[config.mk]
export PLATFORM = sky130hd
export DESIGN_NAME = dpram_port_scheduler
export DESIGN_NICKNAME = d
export VERILOG_FILES = /design/src/rtl/dpram_sched_pkg.sv /design/src/rtl/dpram_rr_pick.sv /design/src/rtl/dpram_port_scheduler.sv
export SDC_FILE = /design/constraint.sdc
export NUM_CORES = 1
export LEC_CHECK = 0
export BUFFER_PORTS_ARGS = -buffer_cell sky130_fd_sc_hd__buf_4
export CORE_MARGIN = 4
export CORE_UTILIZATION = 56
export CTS_BUF_LIST = sky130_fd_sc_hd__clkbuf_8
export DETAILED_ROUTE_END_ITERATION = 16
export HOLD_SLACK_MARGIN = 0.03
export PLACE_DENSITY = 0.93
export SLEW_MARGIN = 20
export SYNTH_ARGS = -nofsm -noshare
export SYNTH_HDL_FRONTEND = slang
export SYNTH_SLANG_ARGS = --single-unit
[constraint.sdc]
create_clock -name clk -period 16 [get_ports clk]
set_input_delay 3.2 -clock clk [delete_from_list [all_inputs] [get_ports clk]]
set_output_delay 3.2 -clock clk [all_outputs]
set_load 0.005 [all_outputs]
[src/rtl/dpram_sched_pkg.sv]
// dpram_sched_pkg: shared types and constants for the dual-port RAM port scheduler
package dpram_sched_pkg;
  localparam int MAX_ID_W = 3;
  localparam logic PORT1 = 1'b0;
  localparam logic PORT2 = 1'b1;
  typedef struct packed {
    logic                valid;
    logic [MAX_ID_W-1:0] id;
    logic                port;
  } rsp_pipe_t;
  function automatic int id_w(input int n);
    return n > 1 ? $clog2(n) : 1;
  endfunction
endpackage

[src/rtl/dpram_rr_pick.sv]
// dpram_rr_pick: find-first-set over req & ~excl, scanning from ptr with wrap at N-1
module dpram_rr_pick #(
  parameter int N  = 4,
  parameter int IW = 2
) (
  input  logic [N-1:0]  req,
  input  logic [N-1:0]  excl,
  input  logic [IW-1:0] ptr,
  output logic          found,
  output logic [IW-1:0] idx
);
  // Rotating scan; explicit wrap so non-power-of-two N works
  always_comb begin
    int j;
    found = 1'b0;
    idx = '0;
    for (int k = 0; k < N; k++) begin
      j = int'(ptr) + k;
      j = j >= N ? j - N : j;
      if (!found && req[j] && !excl[j]) begin
        found = 1'b1;
        idx = IW'(j);
      end
    end
  end
endmodule

[src/rtl/dpram_port_scheduler.sv]
// dpram_port_scheduler: round-robin sharing of a dual-port RAM among NREQ requesters (optional stats: DPRAM_SCHED_STATS_EN)
module dpram_port_scheduler
  import dpram_sched_pkg::*;
#(
  parameter int NREQ   = 4,
  parameter int DW     = 8,
  parameter int AW     = 6,
  parameter int RD_LAT = 1
) (
  input  logic               clk,
  input  logic               rst,
  input  logic [NREQ-1:0]    req_valid,
  input  logic [NREQ-1:0]    req_wr,
  input  logic [NREQ*AW-1:0] req_addr,
  input  logic [NREQ*DW-1:0] req_data,
  output logic [NREQ-1:0]    req_ready,
  output logic [NREQ-1:0]    rsp_valid,
  output logic [NREQ*DW-1:0] rsp_data,
  output logic [DW-1:0]      ram_data_p1,
  output logic [DW-1:0]      ram_data_p2,
  output logic [AW-1:0]      ram_addr_p1,
  output logic [AW-1:0]      ram_addr_p2,
  output logic               ram_wr_p1,
  output logic               ram_wr_p2,
`ifdef DPRAM_SCHED_STATS_EN
  output logic [15:0]        stat_grants,
  output logic [15:0]        stat_conflicts,
`endif
  input  logic [DW-1:0]      ram_out_p1,
  input  logic [DW-1:0]      ram_out_p2
);
  localparam int IW = id_w(NREQ);
  logic [NREQ-1:0]    vld, a_oh, b_oh, haz, rsp_v_nxt;
  logic [IW-1:0]      rr_ptr, a_idx, b_idx, b_ptr, last_idx, nxt_ptr;
  logic               a_ok, b_ok, wr_a, wr_b, conflict;
  logic [AW-1:0]      addr_a, addr_b;
  logic [NREQ*DW-1:0] rsp_d_nxt;
  rsp_pipe_t [1:0]    push;
  rsp_pipe_t [1:0]    pipe [RD_LAT];
  assign vld = rst ? '0 : req_valid;
  assign addr_a = req_addr[a_idx*AW +: AW];
  assign addr_b = req_addr[b_idx*AW +: AW];
  assign wr_a = req_wr[a_idx];
  assign wr_b = req_wr[b_idx];
  assign b_ptr = a_idx == IW'(NREQ-1) ? '0 : a_idx + 1'b1;
  assign last_idx = b_ok ? b_idx : a_idx;
  assign nxt_ptr = last_idx == IW'(NREQ-1) ? '0 : last_idx + 1'b1;
  dpram_rr_pick #(.N(NREQ), .IW(IW)) u_pick_a (
    .req(vld), .excl('0), .ptr(rr_ptr), .found(a_ok), .idx(a_idx)
  );
  dpram_rr_pick #(.N(NREQ), .IW(IW)) u_pick_b (
    .req(vld), .excl(a_oh | haz), .ptr(b_ptr), .found(b_ok), .idx(b_idx)
  );
  // Grant one-hots and same-address-with-write hazards against pick A
  always_comb begin
    for (int i = 0; i < NREQ; i++) begin
      a_oh[i] = a_ok && a_idx == IW'(i);
      b_oh[i] = b_ok && b_idx == IW'(i);
      haz[i] = req_addr[i*AW +: AW] == addr_a && (req_wr[i] || wr_a);
    end
  end
  assign conflict = |(vld & haz & ~a_oh);
  assign req_ready = a_oh | b_oh;
  assign ram_addr_p1 = a_ok ? addr_a : '0;
  assign ram_data_p1 = a_ok ? req_data[a_idx*DW +: DW] : '0;
  assign ram_wr_p1 = a_ok && wr_a;
  assign ram_addr_p2 = b_ok ? addr_b : '0;
  assign ram_data_p2 = b_ok ? req_data[b_idx*DW +: DW] : '0;
  assign ram_wr_p2 = b_ok && wr_b;
  assign push[0] = '{valid: a_ok && !wr_a, id: MAX_ID_W'(a_idx), port: PORT1};
  assign push[1] = '{valid: b_ok && !wr_b, id: MAX_ID_W'(b_idx), port: PORT2};
  // Route RAM read data of exiting pipe entries to their requesters
  always_comb begin
    rsp_v_nxt = '0;
    rsp_d_nxt = rsp_data;
    for (int l = 0; l < 2; l++)
      for (int i = 0; i < NREQ; i++)
        if (pipe[RD_LAT-1][l].valid && pipe[RD_LAT-1][l].id == MAX_ID_W'(i)) begin
          rsp_v_nxt[i] = 1'b1;
          rsp_d_nxt[i*DW +: DW] = pipe[RD_LAT-1][l].port == PORT2 ? ram_out_p2 : ram_out_p1;
        end
  end
  // Round-robin pointer, read-tracking pipe and registered responses
  always_ff @(posedge clk or posedge rst) begin
    if (rst) begin
      rr_ptr <= '0;
      pipe <= '{default: '0};
      rsp_valid <= '0;
      rsp_data <= '0;
    end else begin
      if (a_ok) rr_ptr <= nxt_ptr;
      pipe[0] <= push;
      for (int k = 1; k < RD_LAT; k++) pipe[k] <= pipe[k-1];
      rsp_valid <= rsp_v_nxt;
      rsp_data <= rsp_d_nxt;
    end
  end
`ifdef DPRAM_SCHED_STATS_EN
  logic [16:0] grant_sum;
  assign grant_sum = {1'b0, stat_grants} + 17'(a_ok) + 17'(b_ok);
  // Saturating grant and hazard-conflict counters
  always_ff @(posedge clk or posedge rst) begin
    if (rst) begin
      stat_grants <= '0;
      stat_conflicts <= '0;
    end else begin
      stat_grants <= grant_sum[16] ? 16'hFFFF : grant_sum[15:0];
      if (conflict && stat_conflicts != 16'hFFFF) stat_conflicts <= stat_conflicts + 1'b1;
    end
  end
`endif
endmodule

Word level (Yosys, flattened, before mapping)
Cells that the tools add are included.

Add/subtract/negate cells: 16. Multipliers: 2. $lt $le $gt $ge: 18. Equal/unequal tests: 17. Shift operators: 4. Multiplexer cells: 101. Bitwise gates (word level): 2. Reductions and logical operators: 66.

Operator list (number): < comparator 32 x 4 -> 1 bit (second input constant) (8); two-way mux 32 bit (8); greater-or-equal comparator 32 x 4 -> 1 bit (second input constant) (6); subtractor 32 x 4 -> 32 bit (second input constant) (6); two-way mux 8 bit (11); indexed part select 32 x 6 -> 8 bit (2); two-way mux 1 bit (50); indexed part select 24 x 6 -> 6 bit (2); logical AND 1 bit (38); binary-select mux 1 bit (select 2 bit) (18); equality test 6 bit (4); two-way mux 2 bit (11); equality test 2 bit (second input constant) (9); logical NOT 1 bit (16); adder 2 x 2 -> 3 bit (second input constant) (4); two-way mux 6 bit (2); equality test 2 x 1 -> 1 bit (second input constant) (4); multiplier 2 x 2 -> 4 bit (second input constant) (2); bitwise OR 4 bit (2); nonzero test 2 bit (4); subtractor 2 x 3 -> 4 bit (second input constant) (2); adder 2 x 1 -> 3 bit (second input constant) (2); greater-or-equal comparator 2 x 3 -> 1 bit (second input constant) (2); logical NOT 3 bit (2); 5 further kinds (11).

Register bits after elaboration: 45. Input bits: 82. Output and inout port bits: 70. Word-level logic and storage cells: 237.

Depth between registers and ports, before layout
Gate-level depths: netlist (run 1).

Word-level depth: 47. Depth in mapped cells: 18.

Cells and area by module
Synthesis (run 1) repeated with hierarchy kept, for this count alone.

Cell total of the unflattened synthesis: 404. Area total of the unflattened synthesis: 3882.5 um2.

Modules (own cells, without submodules): dpram_port_scheduler (instances 1, cells an instance 370, area an instance 3667.3 um2); dpram_rr_pick (instances 2, cells an instance 17, area an instance 107.6 um2).

Least setup slack after synthesis (run 1)
No wires, ideal clock.

Kind: input to output. Start point: input port rst. End point: output port ram_addr_p2[3]. Arrival time: 7.115 ns. Data required time: 12.800 ns. Setup slack: 5.685 ns. Cell stages on the path: 16. Path through: inv_1 o221ai_4 nor2_8 inv_2 buf_6 ha_1 inv_1 o21ai_0 or3_1 o21ai_0 nor3_1 a211o_1 a221o_1 a21o_4 buf_6 o22ai_2.

Word-level cells in the longest chain between the ends: 44. Elaborated cells on any way between the ends: 122. Classes of those cells: add/sub: 8; mul: 2; order compare: 4; eq/ne: 7; shift: 2; mux: 61; bitwise: 1; reduce/logical: 37.

RTL lines: start: declaration (RTL line dpram_port_scheduler.sv:11) `input logic rst,`; two-way mux 4 bit (*) (RTL line dpram_port_scheduler.sv:40) `assign vld = rst ? '0 : req_valid;`; binary-select mux 1 bit (select 2 bit) (RTL line dpram_rr_pick.sv:20) `if (!found && req[j] && !excl[j]) begin`; two-way mux 1 bit (implied by the code) (2 in a row) (RTL line dpram_rr_pick.sv:20); logical AND 1 bit (RTL line dpram_rr_pick.sv:20); two-way mux 1 bit (RTL line dpram_rr_pick.sv:20); logical NOT 1 bit (RTL line dpram_rr_pick.sv:20); logical AND 1 bit (2 in a row) (RTL line dpram_rr_pick.sv:20); two-way mux 1 bit (RTL line dpram_rr_pick.sv:20); [... 24 more ...]; logical AND 1 bit (2 in a row) (RTL line dpram_rr_pick.sv:20); two-way mux 1 bit (RTL line dpram_rr_pick.sv:20); logical NOT 1 bit (RTL line dpram_rr_pick.sv:20); logical AND 1 bit (2 in a row) (RTL line dpram_rr_pick.sv:20); two-way mux 2 bit (RTL line dpram_rr_pick.sv:20); multiplier 2 x 2 -> 4 bit (RTL line dpram_port_scheduler.sv:42) `assign addr_b = req_addr[b_idx*AW +: AW];`; indexed part select 24 x 6 -> 6 bit (RTL line dpram_port_scheduler.sv:42); two-way mux 6 bit (*) (RTL line dpram_port_scheduler.sv:67) `assign ram_addr_p2 = b_ok ? addr_b : '0;`; end: declaration (RTL line dpram_port_scheduler.sv:22) `output logic [AW-1:0] ram_addr_p2,`.

Mark *: on every way between the ends. The rest lies on a longest branch, timed or not. The select of a mux whose other input is x is not followed.

Final worst setup path (run 1)
Start point: input port rst. End point: output port req_ready[3].

Word-level cells in the longest chain between the ends: 44. Elaborated cells on any way between the ends: 122. Classes of those cells: add/sub: 8; mul: 1; order compare: 4; eq/ne: 8; shift: 1; mux: 60; bitwise: 2; reduce/logical: 38.

RTL lines: two-way mux 4 bit (*) (RTL line dpram_port_scheduler.sv:40); binary-select mux 1 bit (select 2 bit) (RTL line dpram_rr_pick.sv:20); two-way mux 1 bit (implied by the code) (2 in a row) (RTL line dpram_rr_pick.sv:20); logical AND 1 bit (RTL line dpram_rr_pick.sv:20); two-way mux 1 bit (RTL line dpram_rr_pick.sv:20); logical NOT 1 bit (RTL line dpram_rr_pick.sv:20); logical AND 1 bit (2 in a row) (RTL line dpram_rr_pick.sv:20); two-way mux 1 bit (RTL line dpram_rr_pick.sv:20); [... 26 more ...]; two-way mux 1 bit (RTL line dpram_rr_pick.sv:20); logical NOT 1 bit (RTL line dpram_rr_pick.sv:20); logical AND 1 bit (2 in a row) (RTL line dpram_rr_pick.sv:20); two-way mux 2 bit (*) (RTL line dpram_rr_pick.sv:20); via b_idx[0] (RTL line dpram_port_scheduler.sv:34) `logic [IW-1:0] rr_ptr, a_idx, b_idx, b_ptr, last_idx, nxt_ptr;`; equality test 2 bit (*) (RTL line dpram_port_scheduler.sv:58) `b_oh[i] = b_ok && b_idx == IW'(i);`; logical AND 1 bit (*) (RTL line dpram_port_scheduler.sv:58); bitwise OR 4 bit (*) (RTL line dpram_port_scheduler.sv:63) `assign req_ready = a_oh | b_oh;`; end: declaration (RTL line dpram_port_scheduler.sv:16) `output logic [NREQ-1:0] req_ready,`.

The timed path passes the listed nets; every way through them passes the cells marked *. The select of a mux whose other input is x is not followed.

==> metrics.log, run 1 <==
INFO  metric grt_first_pass_wirelength = 22400 um
INFO  metric synth.area.top_cells = dfrtp_1, mux2i_1, mux4_2, o22ai_1, a21oi_1
INFO  metric layout.cells.most_common = buf_4
INFO  metric yosys_warn_count = 0
INFO  metric fp.dieH = 94.5 um
INFO  metric cts_resized = 0
INFO  metric hold_ws = ~580 ps
INFO  metric first_iter_violations = around 380
INFO  metric cp.arrival = ~7700 ps
INFO  metric global_route.overflow_total = 0
INFO  metric io_buffers = approximately 150
INFO  metric ordered_cell_list_for_the_critical_path = buf_4, clkinv_2, o221ai_4, nor2_8, inv_2, ha_1, inv_1, o21ai_0, or3_1, o21ai_0, nor3_1, a211o_1, a221o_1, nand2_2, inv_2, a22o_1, buf_4
INFO  metric synth.top_cell.area_share = a little over a quarter
INFO  metric hold_class = flip-flop to flip-flop
INFO  metric first_pass_iters = 5
INFO  metric timing.critical_path.max_delay_family = compound AO/OA/AOI/OAI gates
INFO  metric internal_reg_to_reg_setup_slack = approximately 11000 ps
INFO  metric clock_sinks = 45
INFO  metric power_density = between 100 and 150 nW/um^2
INFO  metric grt_antenna_before_repair = 0
INFO  metric cell_at_the_slowest_stage_of_the_critical_path = clkinv_2
INFO  metric fillers = 501
INFO  metric insertion_delay = ~300 ps
INFO  metric grt_pass1_vias = approximately 4400
INFO  metric grt_use_total = between 30% and 40%
INFO  metric syn-instance-count = between 400 and 500
INFO  metric netlist.top_cell.by_area = dfrtp_1
INFO  metric setup-tns-final = 0 ps
INFO  metric layout_common_cells = buf_4, dfrtp_1, o22ai_1
INFO  metric dp_hpwl = 10500 um
INFO  metric final_net_count = about 670
INFO  metric drt_drc_violations_left = 0
INFO  metric place.detailed.instances = 671
INFO  metric cp_max_fo = around 50
INFO  metric finalClockSkew = just under 9 ps
INFO  metric utilization = between 70% and 80%
INFO  metric slew_violations = 0
INFO  metric cp_slowest_stage_delay = ~560 ps
INFO  metric number_of_clock_buffers_inserted_by_tritoncts = 5
INFO  metric timing.critical_path.from_type = input port
INFO  metric grt_setup_unrepaired = false
INFO  metric total_power = ~800 uW
INFO  metric max-clock-path-buffers = 2
INFO  metric gpl.final_weighted_congestion = slightly below 1
INFO  metric grt_start_max_net_pins = 50
INFO  metric setup-violations-final = 0
INFO  metric multi_input_comb_area = 2840 um^2
INFO  metric io-pin-count = roughly 150
INFO  metric floorplan.rows = 31
INFO  metric antenna-diode-count = 0
INFO  metric postCtsHoldBufs = 0
INFO  metric fin_crit_sh = between 60% and 70%
INFO  metric final_layout_size_suffix_gt1_share = a little over a third
INFO  metric status = completed
INFO  metric power.ir.vdd_worst = 0.0862 mV
INFO  metric worstSetupStartpoint = rst
INFO  metric synthesis.nets = about 530
INFO  metric finalWirelength = 14300 um
INFO  metric cts_tree = done
INFO  metric cp_data_required_time = between 10000 and 15000 ps
INFO  metric synth_sequential_area_ratio = a little over a quarter
INFO  metric total_via_count_in_the_routed_design = between 4000 and 5000
INFO  metric critPathCaptureType = primary output
INFO  metric core_region_area = just over 7000 um^2
INFO  metric reg_area = approximately 1100 um^2
INFO  metric path_buf_inv = 6
INFO  metric htreeDepth = 2
INFO  metric timing_worst_slew_pin_value = between 800 and 900 ps
INFO  metric floorplan.die_area = between 8000 and 9000 um^2
INFO  metric synth-main-ff-cell = dfrtp_1
INFO  metric cp.depth = 17
INFO  metric postSynth.asyncResetShare = 100%
INFO  metric final_antenna_net_count = 0
INFO  metric reg2regPathDepth = 16
INFO  metric route.detailed.wl_per_inst = roughly 21 um
INFO  metric synth.avg_cell_area = slightly above 9 um^2
INFO  metric path_class = input port to primary output
INFO  metric cts.clk_slew.worst_paths = ~90 ps
INFO  metric chipWidth = ~95 um
INFO  metric clock_tree.root_cell = clkbuf_8
INFO  metric regToRegEndpoint = pipe[9]
INFO  metric clock.fmax = around 92 MHz
INFO  metric route.detailed.vias_per_inst = ~6.6
INFO  metric slew-limit-headroom = around 44%
INFO  metric synth.distinct_cells = 75
INFO  metric initial_core_utilization = between 50% and 60%
INFO  metric crit-reg2reg-launch = rr_ptr[1]
INFO  metric finalWorstPathRequiredPeriod = 10890 ps
INFO  metric area_growth_syn_to_layout = 29.9%
INFO  metric worstSetupEndpoint = req_ready[3]
INFO  metric post_layout_nonfiller_instances = roughly 680
INFO  metric postCtsSetupRepairBufs = 0
INFO  metric final-hold-violation-count = 0
INFO  metric synth_seq_cells = 45
INFO  metric synth_edf_count = 0
INFO  metric total_leakage_power = 0.00240 uW
INFO  metric maxCapViolCount = 0
INFO  metric synthesized_area = ~4200 um^2
## cell usage after synthesis, types with 5 or more instances
| cell type | instances |
|---|---|
| dfrtp_1 | 45 |
| o22ai_1 | 42 |
| a21oi_1 | 41 |
| mux2i_1 | 37 |
| nand2_1 | 19 |
| inv_1 | 17 |
| xor2_1 | 17 |
| and2_1 | 15 |
| clkbuf_1 | 15 |
| mux4_2 | 14 |
| nor2b_1 | 14 |
| xnor2_1 | 12 |
| nor2_1 | 10 |
| o22ai_2 | 10 |
| nand3_1 | 8 |
| o21ai_0 | 8 |
| buf_4 | 6 |
| nand2b_1 | 6 |
| nor4_1 | 6 |
| o211ai_1 | 6 |
| a211oi_1 | 5 |
| a21o_1 | 5 |
## final cells by class
| type | count | area share, % |
|---|---|---|
| clock inverters | 3 | 1.26 |
| multi-input cells | 355 | 52.2 |
| clock buffers | 5 | 1.26 |
| well taps | 99 | 2.27 |
| repair buffers | 152 | 20.9 |
| flip-flops and latches | 45 | 20.7 |
| inverters | 20 | 1.40 |
## through the flow
step	cell area, um^2	setup WS [ps]
finish	5450	5110
global route	5450	4640
CTS	5450	4900
detailed placement	5310	4930
global placement	5310	5010
floorplan	4190	5680
## metal layers
metal,GRT usage (%),vias to the layer above,routed length [um]
met1,38.6,2161,5310
met2,55.4,302,7130
met4,14.4,0,589
met3,6.22,57,1280
li1,-,1977,-
met5,0,-,0
## worst min-delay path, delay by kind of cell (launching register included)
kind,cells,cell delay (ps)
DFF,1,350
AOI/OAI and AO/OA,2,190
## sequential cells by signal, summed over array words and instances, names as in the netlist
signal	cells
rsp_data	32
rr_ptr	2
rsp_valid	4
pipe	7
## cells by family after synthesis
logic type | after synthesis | synth area share (%)
AO/OA/AOI/OAI | 155 | 27.1
other | 1 | 0.0894
flip-flops | 45 | 26.9
multiplexers | 53 | 17.0
buffers and inverters | 48 | 5.40
AND/OR/NAND/NOR | 113 | 16.4
adder cells (fa/ha/maj) | 4 | 1.19
XOR/XNOR | 29 | 6.06
## power breakdown
part	internal, uW	leakage [uW]	total [uW]	switching [uW]
sequential	165	0.000517	207	41.7
combinational	244	0.00181	493	250
clock	62.9	0.0000687	104	41.1
## worst min-delay path by stage
stage            startpoint            to  cells after the start
3_3_place_gp   rsp_data[12]  rsp_data[12]                      2
3_5_place_dp   rsp_data[11]  rsp_data[11]                      2
4_1_cts         rsp_data[9]   rsp_data[9]                      2
5_1_grt         rsp_data[2]   rsp_data[2]                      2
6_report       rsp_data[20]  rsp_data[20]                      2
2_1_floorplan   rsp_data[0]   rsp_data[0]                      2
Power figures use the tool's default switching activity.
==> inputs of run 2 (changes only) <==
- CORE_UTILIZATION: 56 -> 47
- PLACE_DENSITY: 0.93 -> 0.83
- clock period: 16 -> 9.7 ns (I/O delays scaled with it)
==> run 2 against run 1 <==
Compared with the run above: largest power group unchanged; wire length shrank 8.0%; global-route usage down 7.9 points; sequential power increased by 62%; largest cell class unchanged; critical path depth up 1; setup slack got worse by 3500 ps; clock skew decreased by 2.5 ps; first-iteration DRC count fell by 39%; die area is 17% higher; via count fell by 4.5%; flip-flop and latch count unchanged; critical endpoint unchanged.
==> metrics.log, run 2 (same netlist as run 1, synthesis figures left out) <==
INFO  metric status = completed
INFO  metric clock_sinks = 45 (unchanged)
INFO  metric chipWidth = 102 um (+8.4%)
INFO  metric grt_antenna_before_repair = 0 (unchanged)
INFO  metric io_buffers = 151 (unchanged)
INFO  metric grt_setup_unrepaired = false
INFO  metric critPathCaptureType = primary output
INFO  metric global_route.overflow_total = 0 (unchanged)
INFO  metric share_seq_of_total_power = 26.4% (+0.7 points)
INFO  metric first_pass_iters = 4 (-1)
INFO  metric postCtsHoldBufs = 0 (unchanged)
INFO  metric clock.fmax = around 120 MHz
INFO  metric detailed_place.area = 5330 um^2 (+0.38%)
INFO  metric cts.clk_slew.worst_paths = 80 ps (about the same)
INFO  metric setup-tns-final = 0 ps (unchanged)
INFO  metric largest_register_ffs = 32 (unchanged)
INFO  metric postCtsSetupRepairBufs = 0 (unchanged)
INFO  metric route.detailed.wl_per_inst = 19.1 um (-9.2%)
INFO  metric slew-limit-headroom = 33.5% (-10 points)
INFO  metric layout.cells.most_common = buf_4
INFO  metric final_layout_size_suffix_gt1_share = 36.7% (+0.17 points)
INFO  metric max-clock-path-buffers = 2 (unchanged)
INFO  metric final.setup.worst_slack = 1570 ps (-3540 ps)
INFO  metric fillers = 755 (+51%)
INFO  metric pwr-share-comb = 62.9% (+1.6 points)
INFO  metric power_density = 234 nW/um^2 (+58%)
INFO  metric htreeDepth = 2 (unchanged)
INFO  metric dpl_worst_slack = 1660 ps (-3270 ps)
INFO  metric clock_tree.root_cell = clkbuf_8
INFO  metric cp_max_fo = 18 (-63%)
INFO  metric initial_core_utilization = 48.1% (-9.7 points)
INFO  metric postLayoutCellArea = 5430 um^2 (-0.28%)
INFO  metric maxCapViolCount = 0 (unchanged)
INFO  metric gpl.final_weighted_congestion = 0.954 (-1.6%)
INFO  metric final_antenna_net_count = 0 (unchanged)
INFO  metric fp.dieH = 102 um (+8.4%)
INFO  metric p_int = 751 uW (+59%)
INFO  metric antenna-diode-count = 0 (unchanged)
INFO  metric utilization = 62.3% (-13 points)
INFO  metric finalClockSkew = 6.25 ps (-2.47 ps)
INFO  metric cp_data_required_time = 7760 ps (-5040 ps)
INFO  metric netSwitchingFraction = 40.9% (-0.41 points)
INFO  metric area_growth_syn_to_layout = 29.6%
INFO  metric drt_drc_violations_left = 0 (unchanged)
INFO  metric power.switching = 520 uW (+56%)
INFO  metric grt_use_total = 24.2% (-7.9 points)
INFO  metric max_flop_register = rsp_data
INFO  metric insertion_delay = 300 ps (about the same)
INFO  metric cts_tree = done
INFO  metric core_region_area = 8720 um^2 (+20%)
INFO  metric number_of_clock_buffers_inserted_by_tritoncts = 5 (unchanged)
INFO  metric largest_registers = rsp_data x32, pipe x7, rsp_valid x4
INFO  metric route.detailed.vias_per_inst = 6.24 (-5.8%)
INFO  metric slew_violations = 0 (unchanged)
INFO  metric total_leakage_power = 0.00239 uW (-0.48%)
INFO  metric first_iter_violations = 229 (-39%)
INFO  metric layout_common_cells = buf_4, dfrtp_1, o22ai_1
INFO  metric path_class = input port to primary output
INFO  metric setup-violations-final = 0 (unchanged)
INFO  metric dp_hpwl = 10300 um (-2.1%)
INFO  metric floorplan.rows = 34 (+9.7%)
INFO  metric cts_resized = 0 (unchanged)
INFO  metric floorplan.die_area = 10500 um^2 (+17%)
INFO  metric cp.arrival = 6190 ps (-1500 ps)
INFO  metric clockPowerShare = 10.7% (-2.2 points)
INFO  metric timing.critical_path.from_type = input port
INFO  metric final_net_count = 666 (+0.15%)
INFO  metric finalWirelength = 13200 um (-8.0%)
INFO  metric fin_crit_sh = about 84%
INFO  metric timing_worst_slew_pin_value = 997 ps (+180 ps)
INFO  metric power.ir.vdd_worst = 0.0879 mV (+2.0%)
INFO  metric grt_first_pass_wirelength = 20200 um (-9.8%)
INFO  metric io-pin-count = 152 (unchanged)
INFO  metric finalWorstPathRequiredPeriod = around 8100 ps
INFO  metric final-hold-violation-count = 0 (unchanged)
INFO  metric grt_start_max_net_pins = 49 (-2.0%)
INFO  metric grt_pass1_vias = 4169 (-5.5%)
INFO  metric total_via_count_in_the_routed_design = 4293 (-4.5%)
INFO  metric hold_class = flip-flop to flip-flop
[run 2: changes by cell type in the layout (fill, tap and decap cells not counted)]
cell / before / now
inv_2: 3 / 4
bufinv_16: 2 / 1
a21o_2: 0 / 1
a21o_1: 5 / 4
inv_6: 1 / 0
buf_4: 152 / 153
[run 2: worst paths after layout]
kind	startpoint	endpoint	slack, ps	cells past startpoint
setup / recovery	req_valid[0]	req_ready[3]	1570	18
hold / removal	rsp_data[5]	rsp_data[5]	580	2
setup reg to reg	rr_ptr[1]	pipe[9]	5060	16
hold reg to reg	rsp_data[5]	rsp_data[5]	580	2
max in group asynchronous	rst	pipe[9]	7390	3
min in group asynchronous	rst	rsp_data[27]	1910	3
[run 2: power by group through the flow]
| stage | Combinational, uW | Sequential (uW) | Clock, uW |
|---|---|---|---|
| 2_1_floorplan | 483 | 327 | 0 |
| 3_3_place_gp | 777 | 334 | 0 |
| 3_5_place_dp | 797 | 339 | 0 |
| 4_1_cts | 800 | 335 | 138 |
| 5_1_grt | 862 | 346 | 146 |
| 6_report | 800 | 336 | 136 |
[run 2: stage by stage]
stage               total power (uW)  instances  hold WS (ps)
floorplan                        810        448           557
global placement                1110        681           548
detailed placement              1140        681           565
CTS                             1270        688           583
global route                    1350        688           594
finish                          1270        688           579
[run 2: layer usage]
metal  share of wire (%)  GRT usage, %  vias up
met5                   0             0        -
li1                    -             -     1978
met1                  39          29.1     2066
met3                 7.3          3.82       39
met4                 3.6          10.7        0
met2                  50          42.4      210
[run 2: layout make-up]
class | count | area [um^2] | area share, %
Clock buffer | 5 | 68.8 | 1.27
Clock inverter | 2 | 35.0 | 0.645
Inverter | 20 | 75.1 | 1.38
Multi-Input combinational cell | 355 | 2840 | 52.3
Sequential cell | 45 | 1130 | 20.7
Tap cell | 108 | 135 | 2.49
Timing Repair Buffer | 153 | 1150 | 21.1
[run 2: critical path: stages]
cell and delay, ps:
buf_4 140, and2_1 160, o211a_1 310, nor2_4 360
buf_4 310, inv_2 180, ha_1 250, inv_1 90
o21ai_0 140, or3_1 360, o21ai_0 300, nor3_1 80
a211o_1 320, a221o_1 370, nand2_2 420, inv_2 100
a22o_1 220, buf_4 140
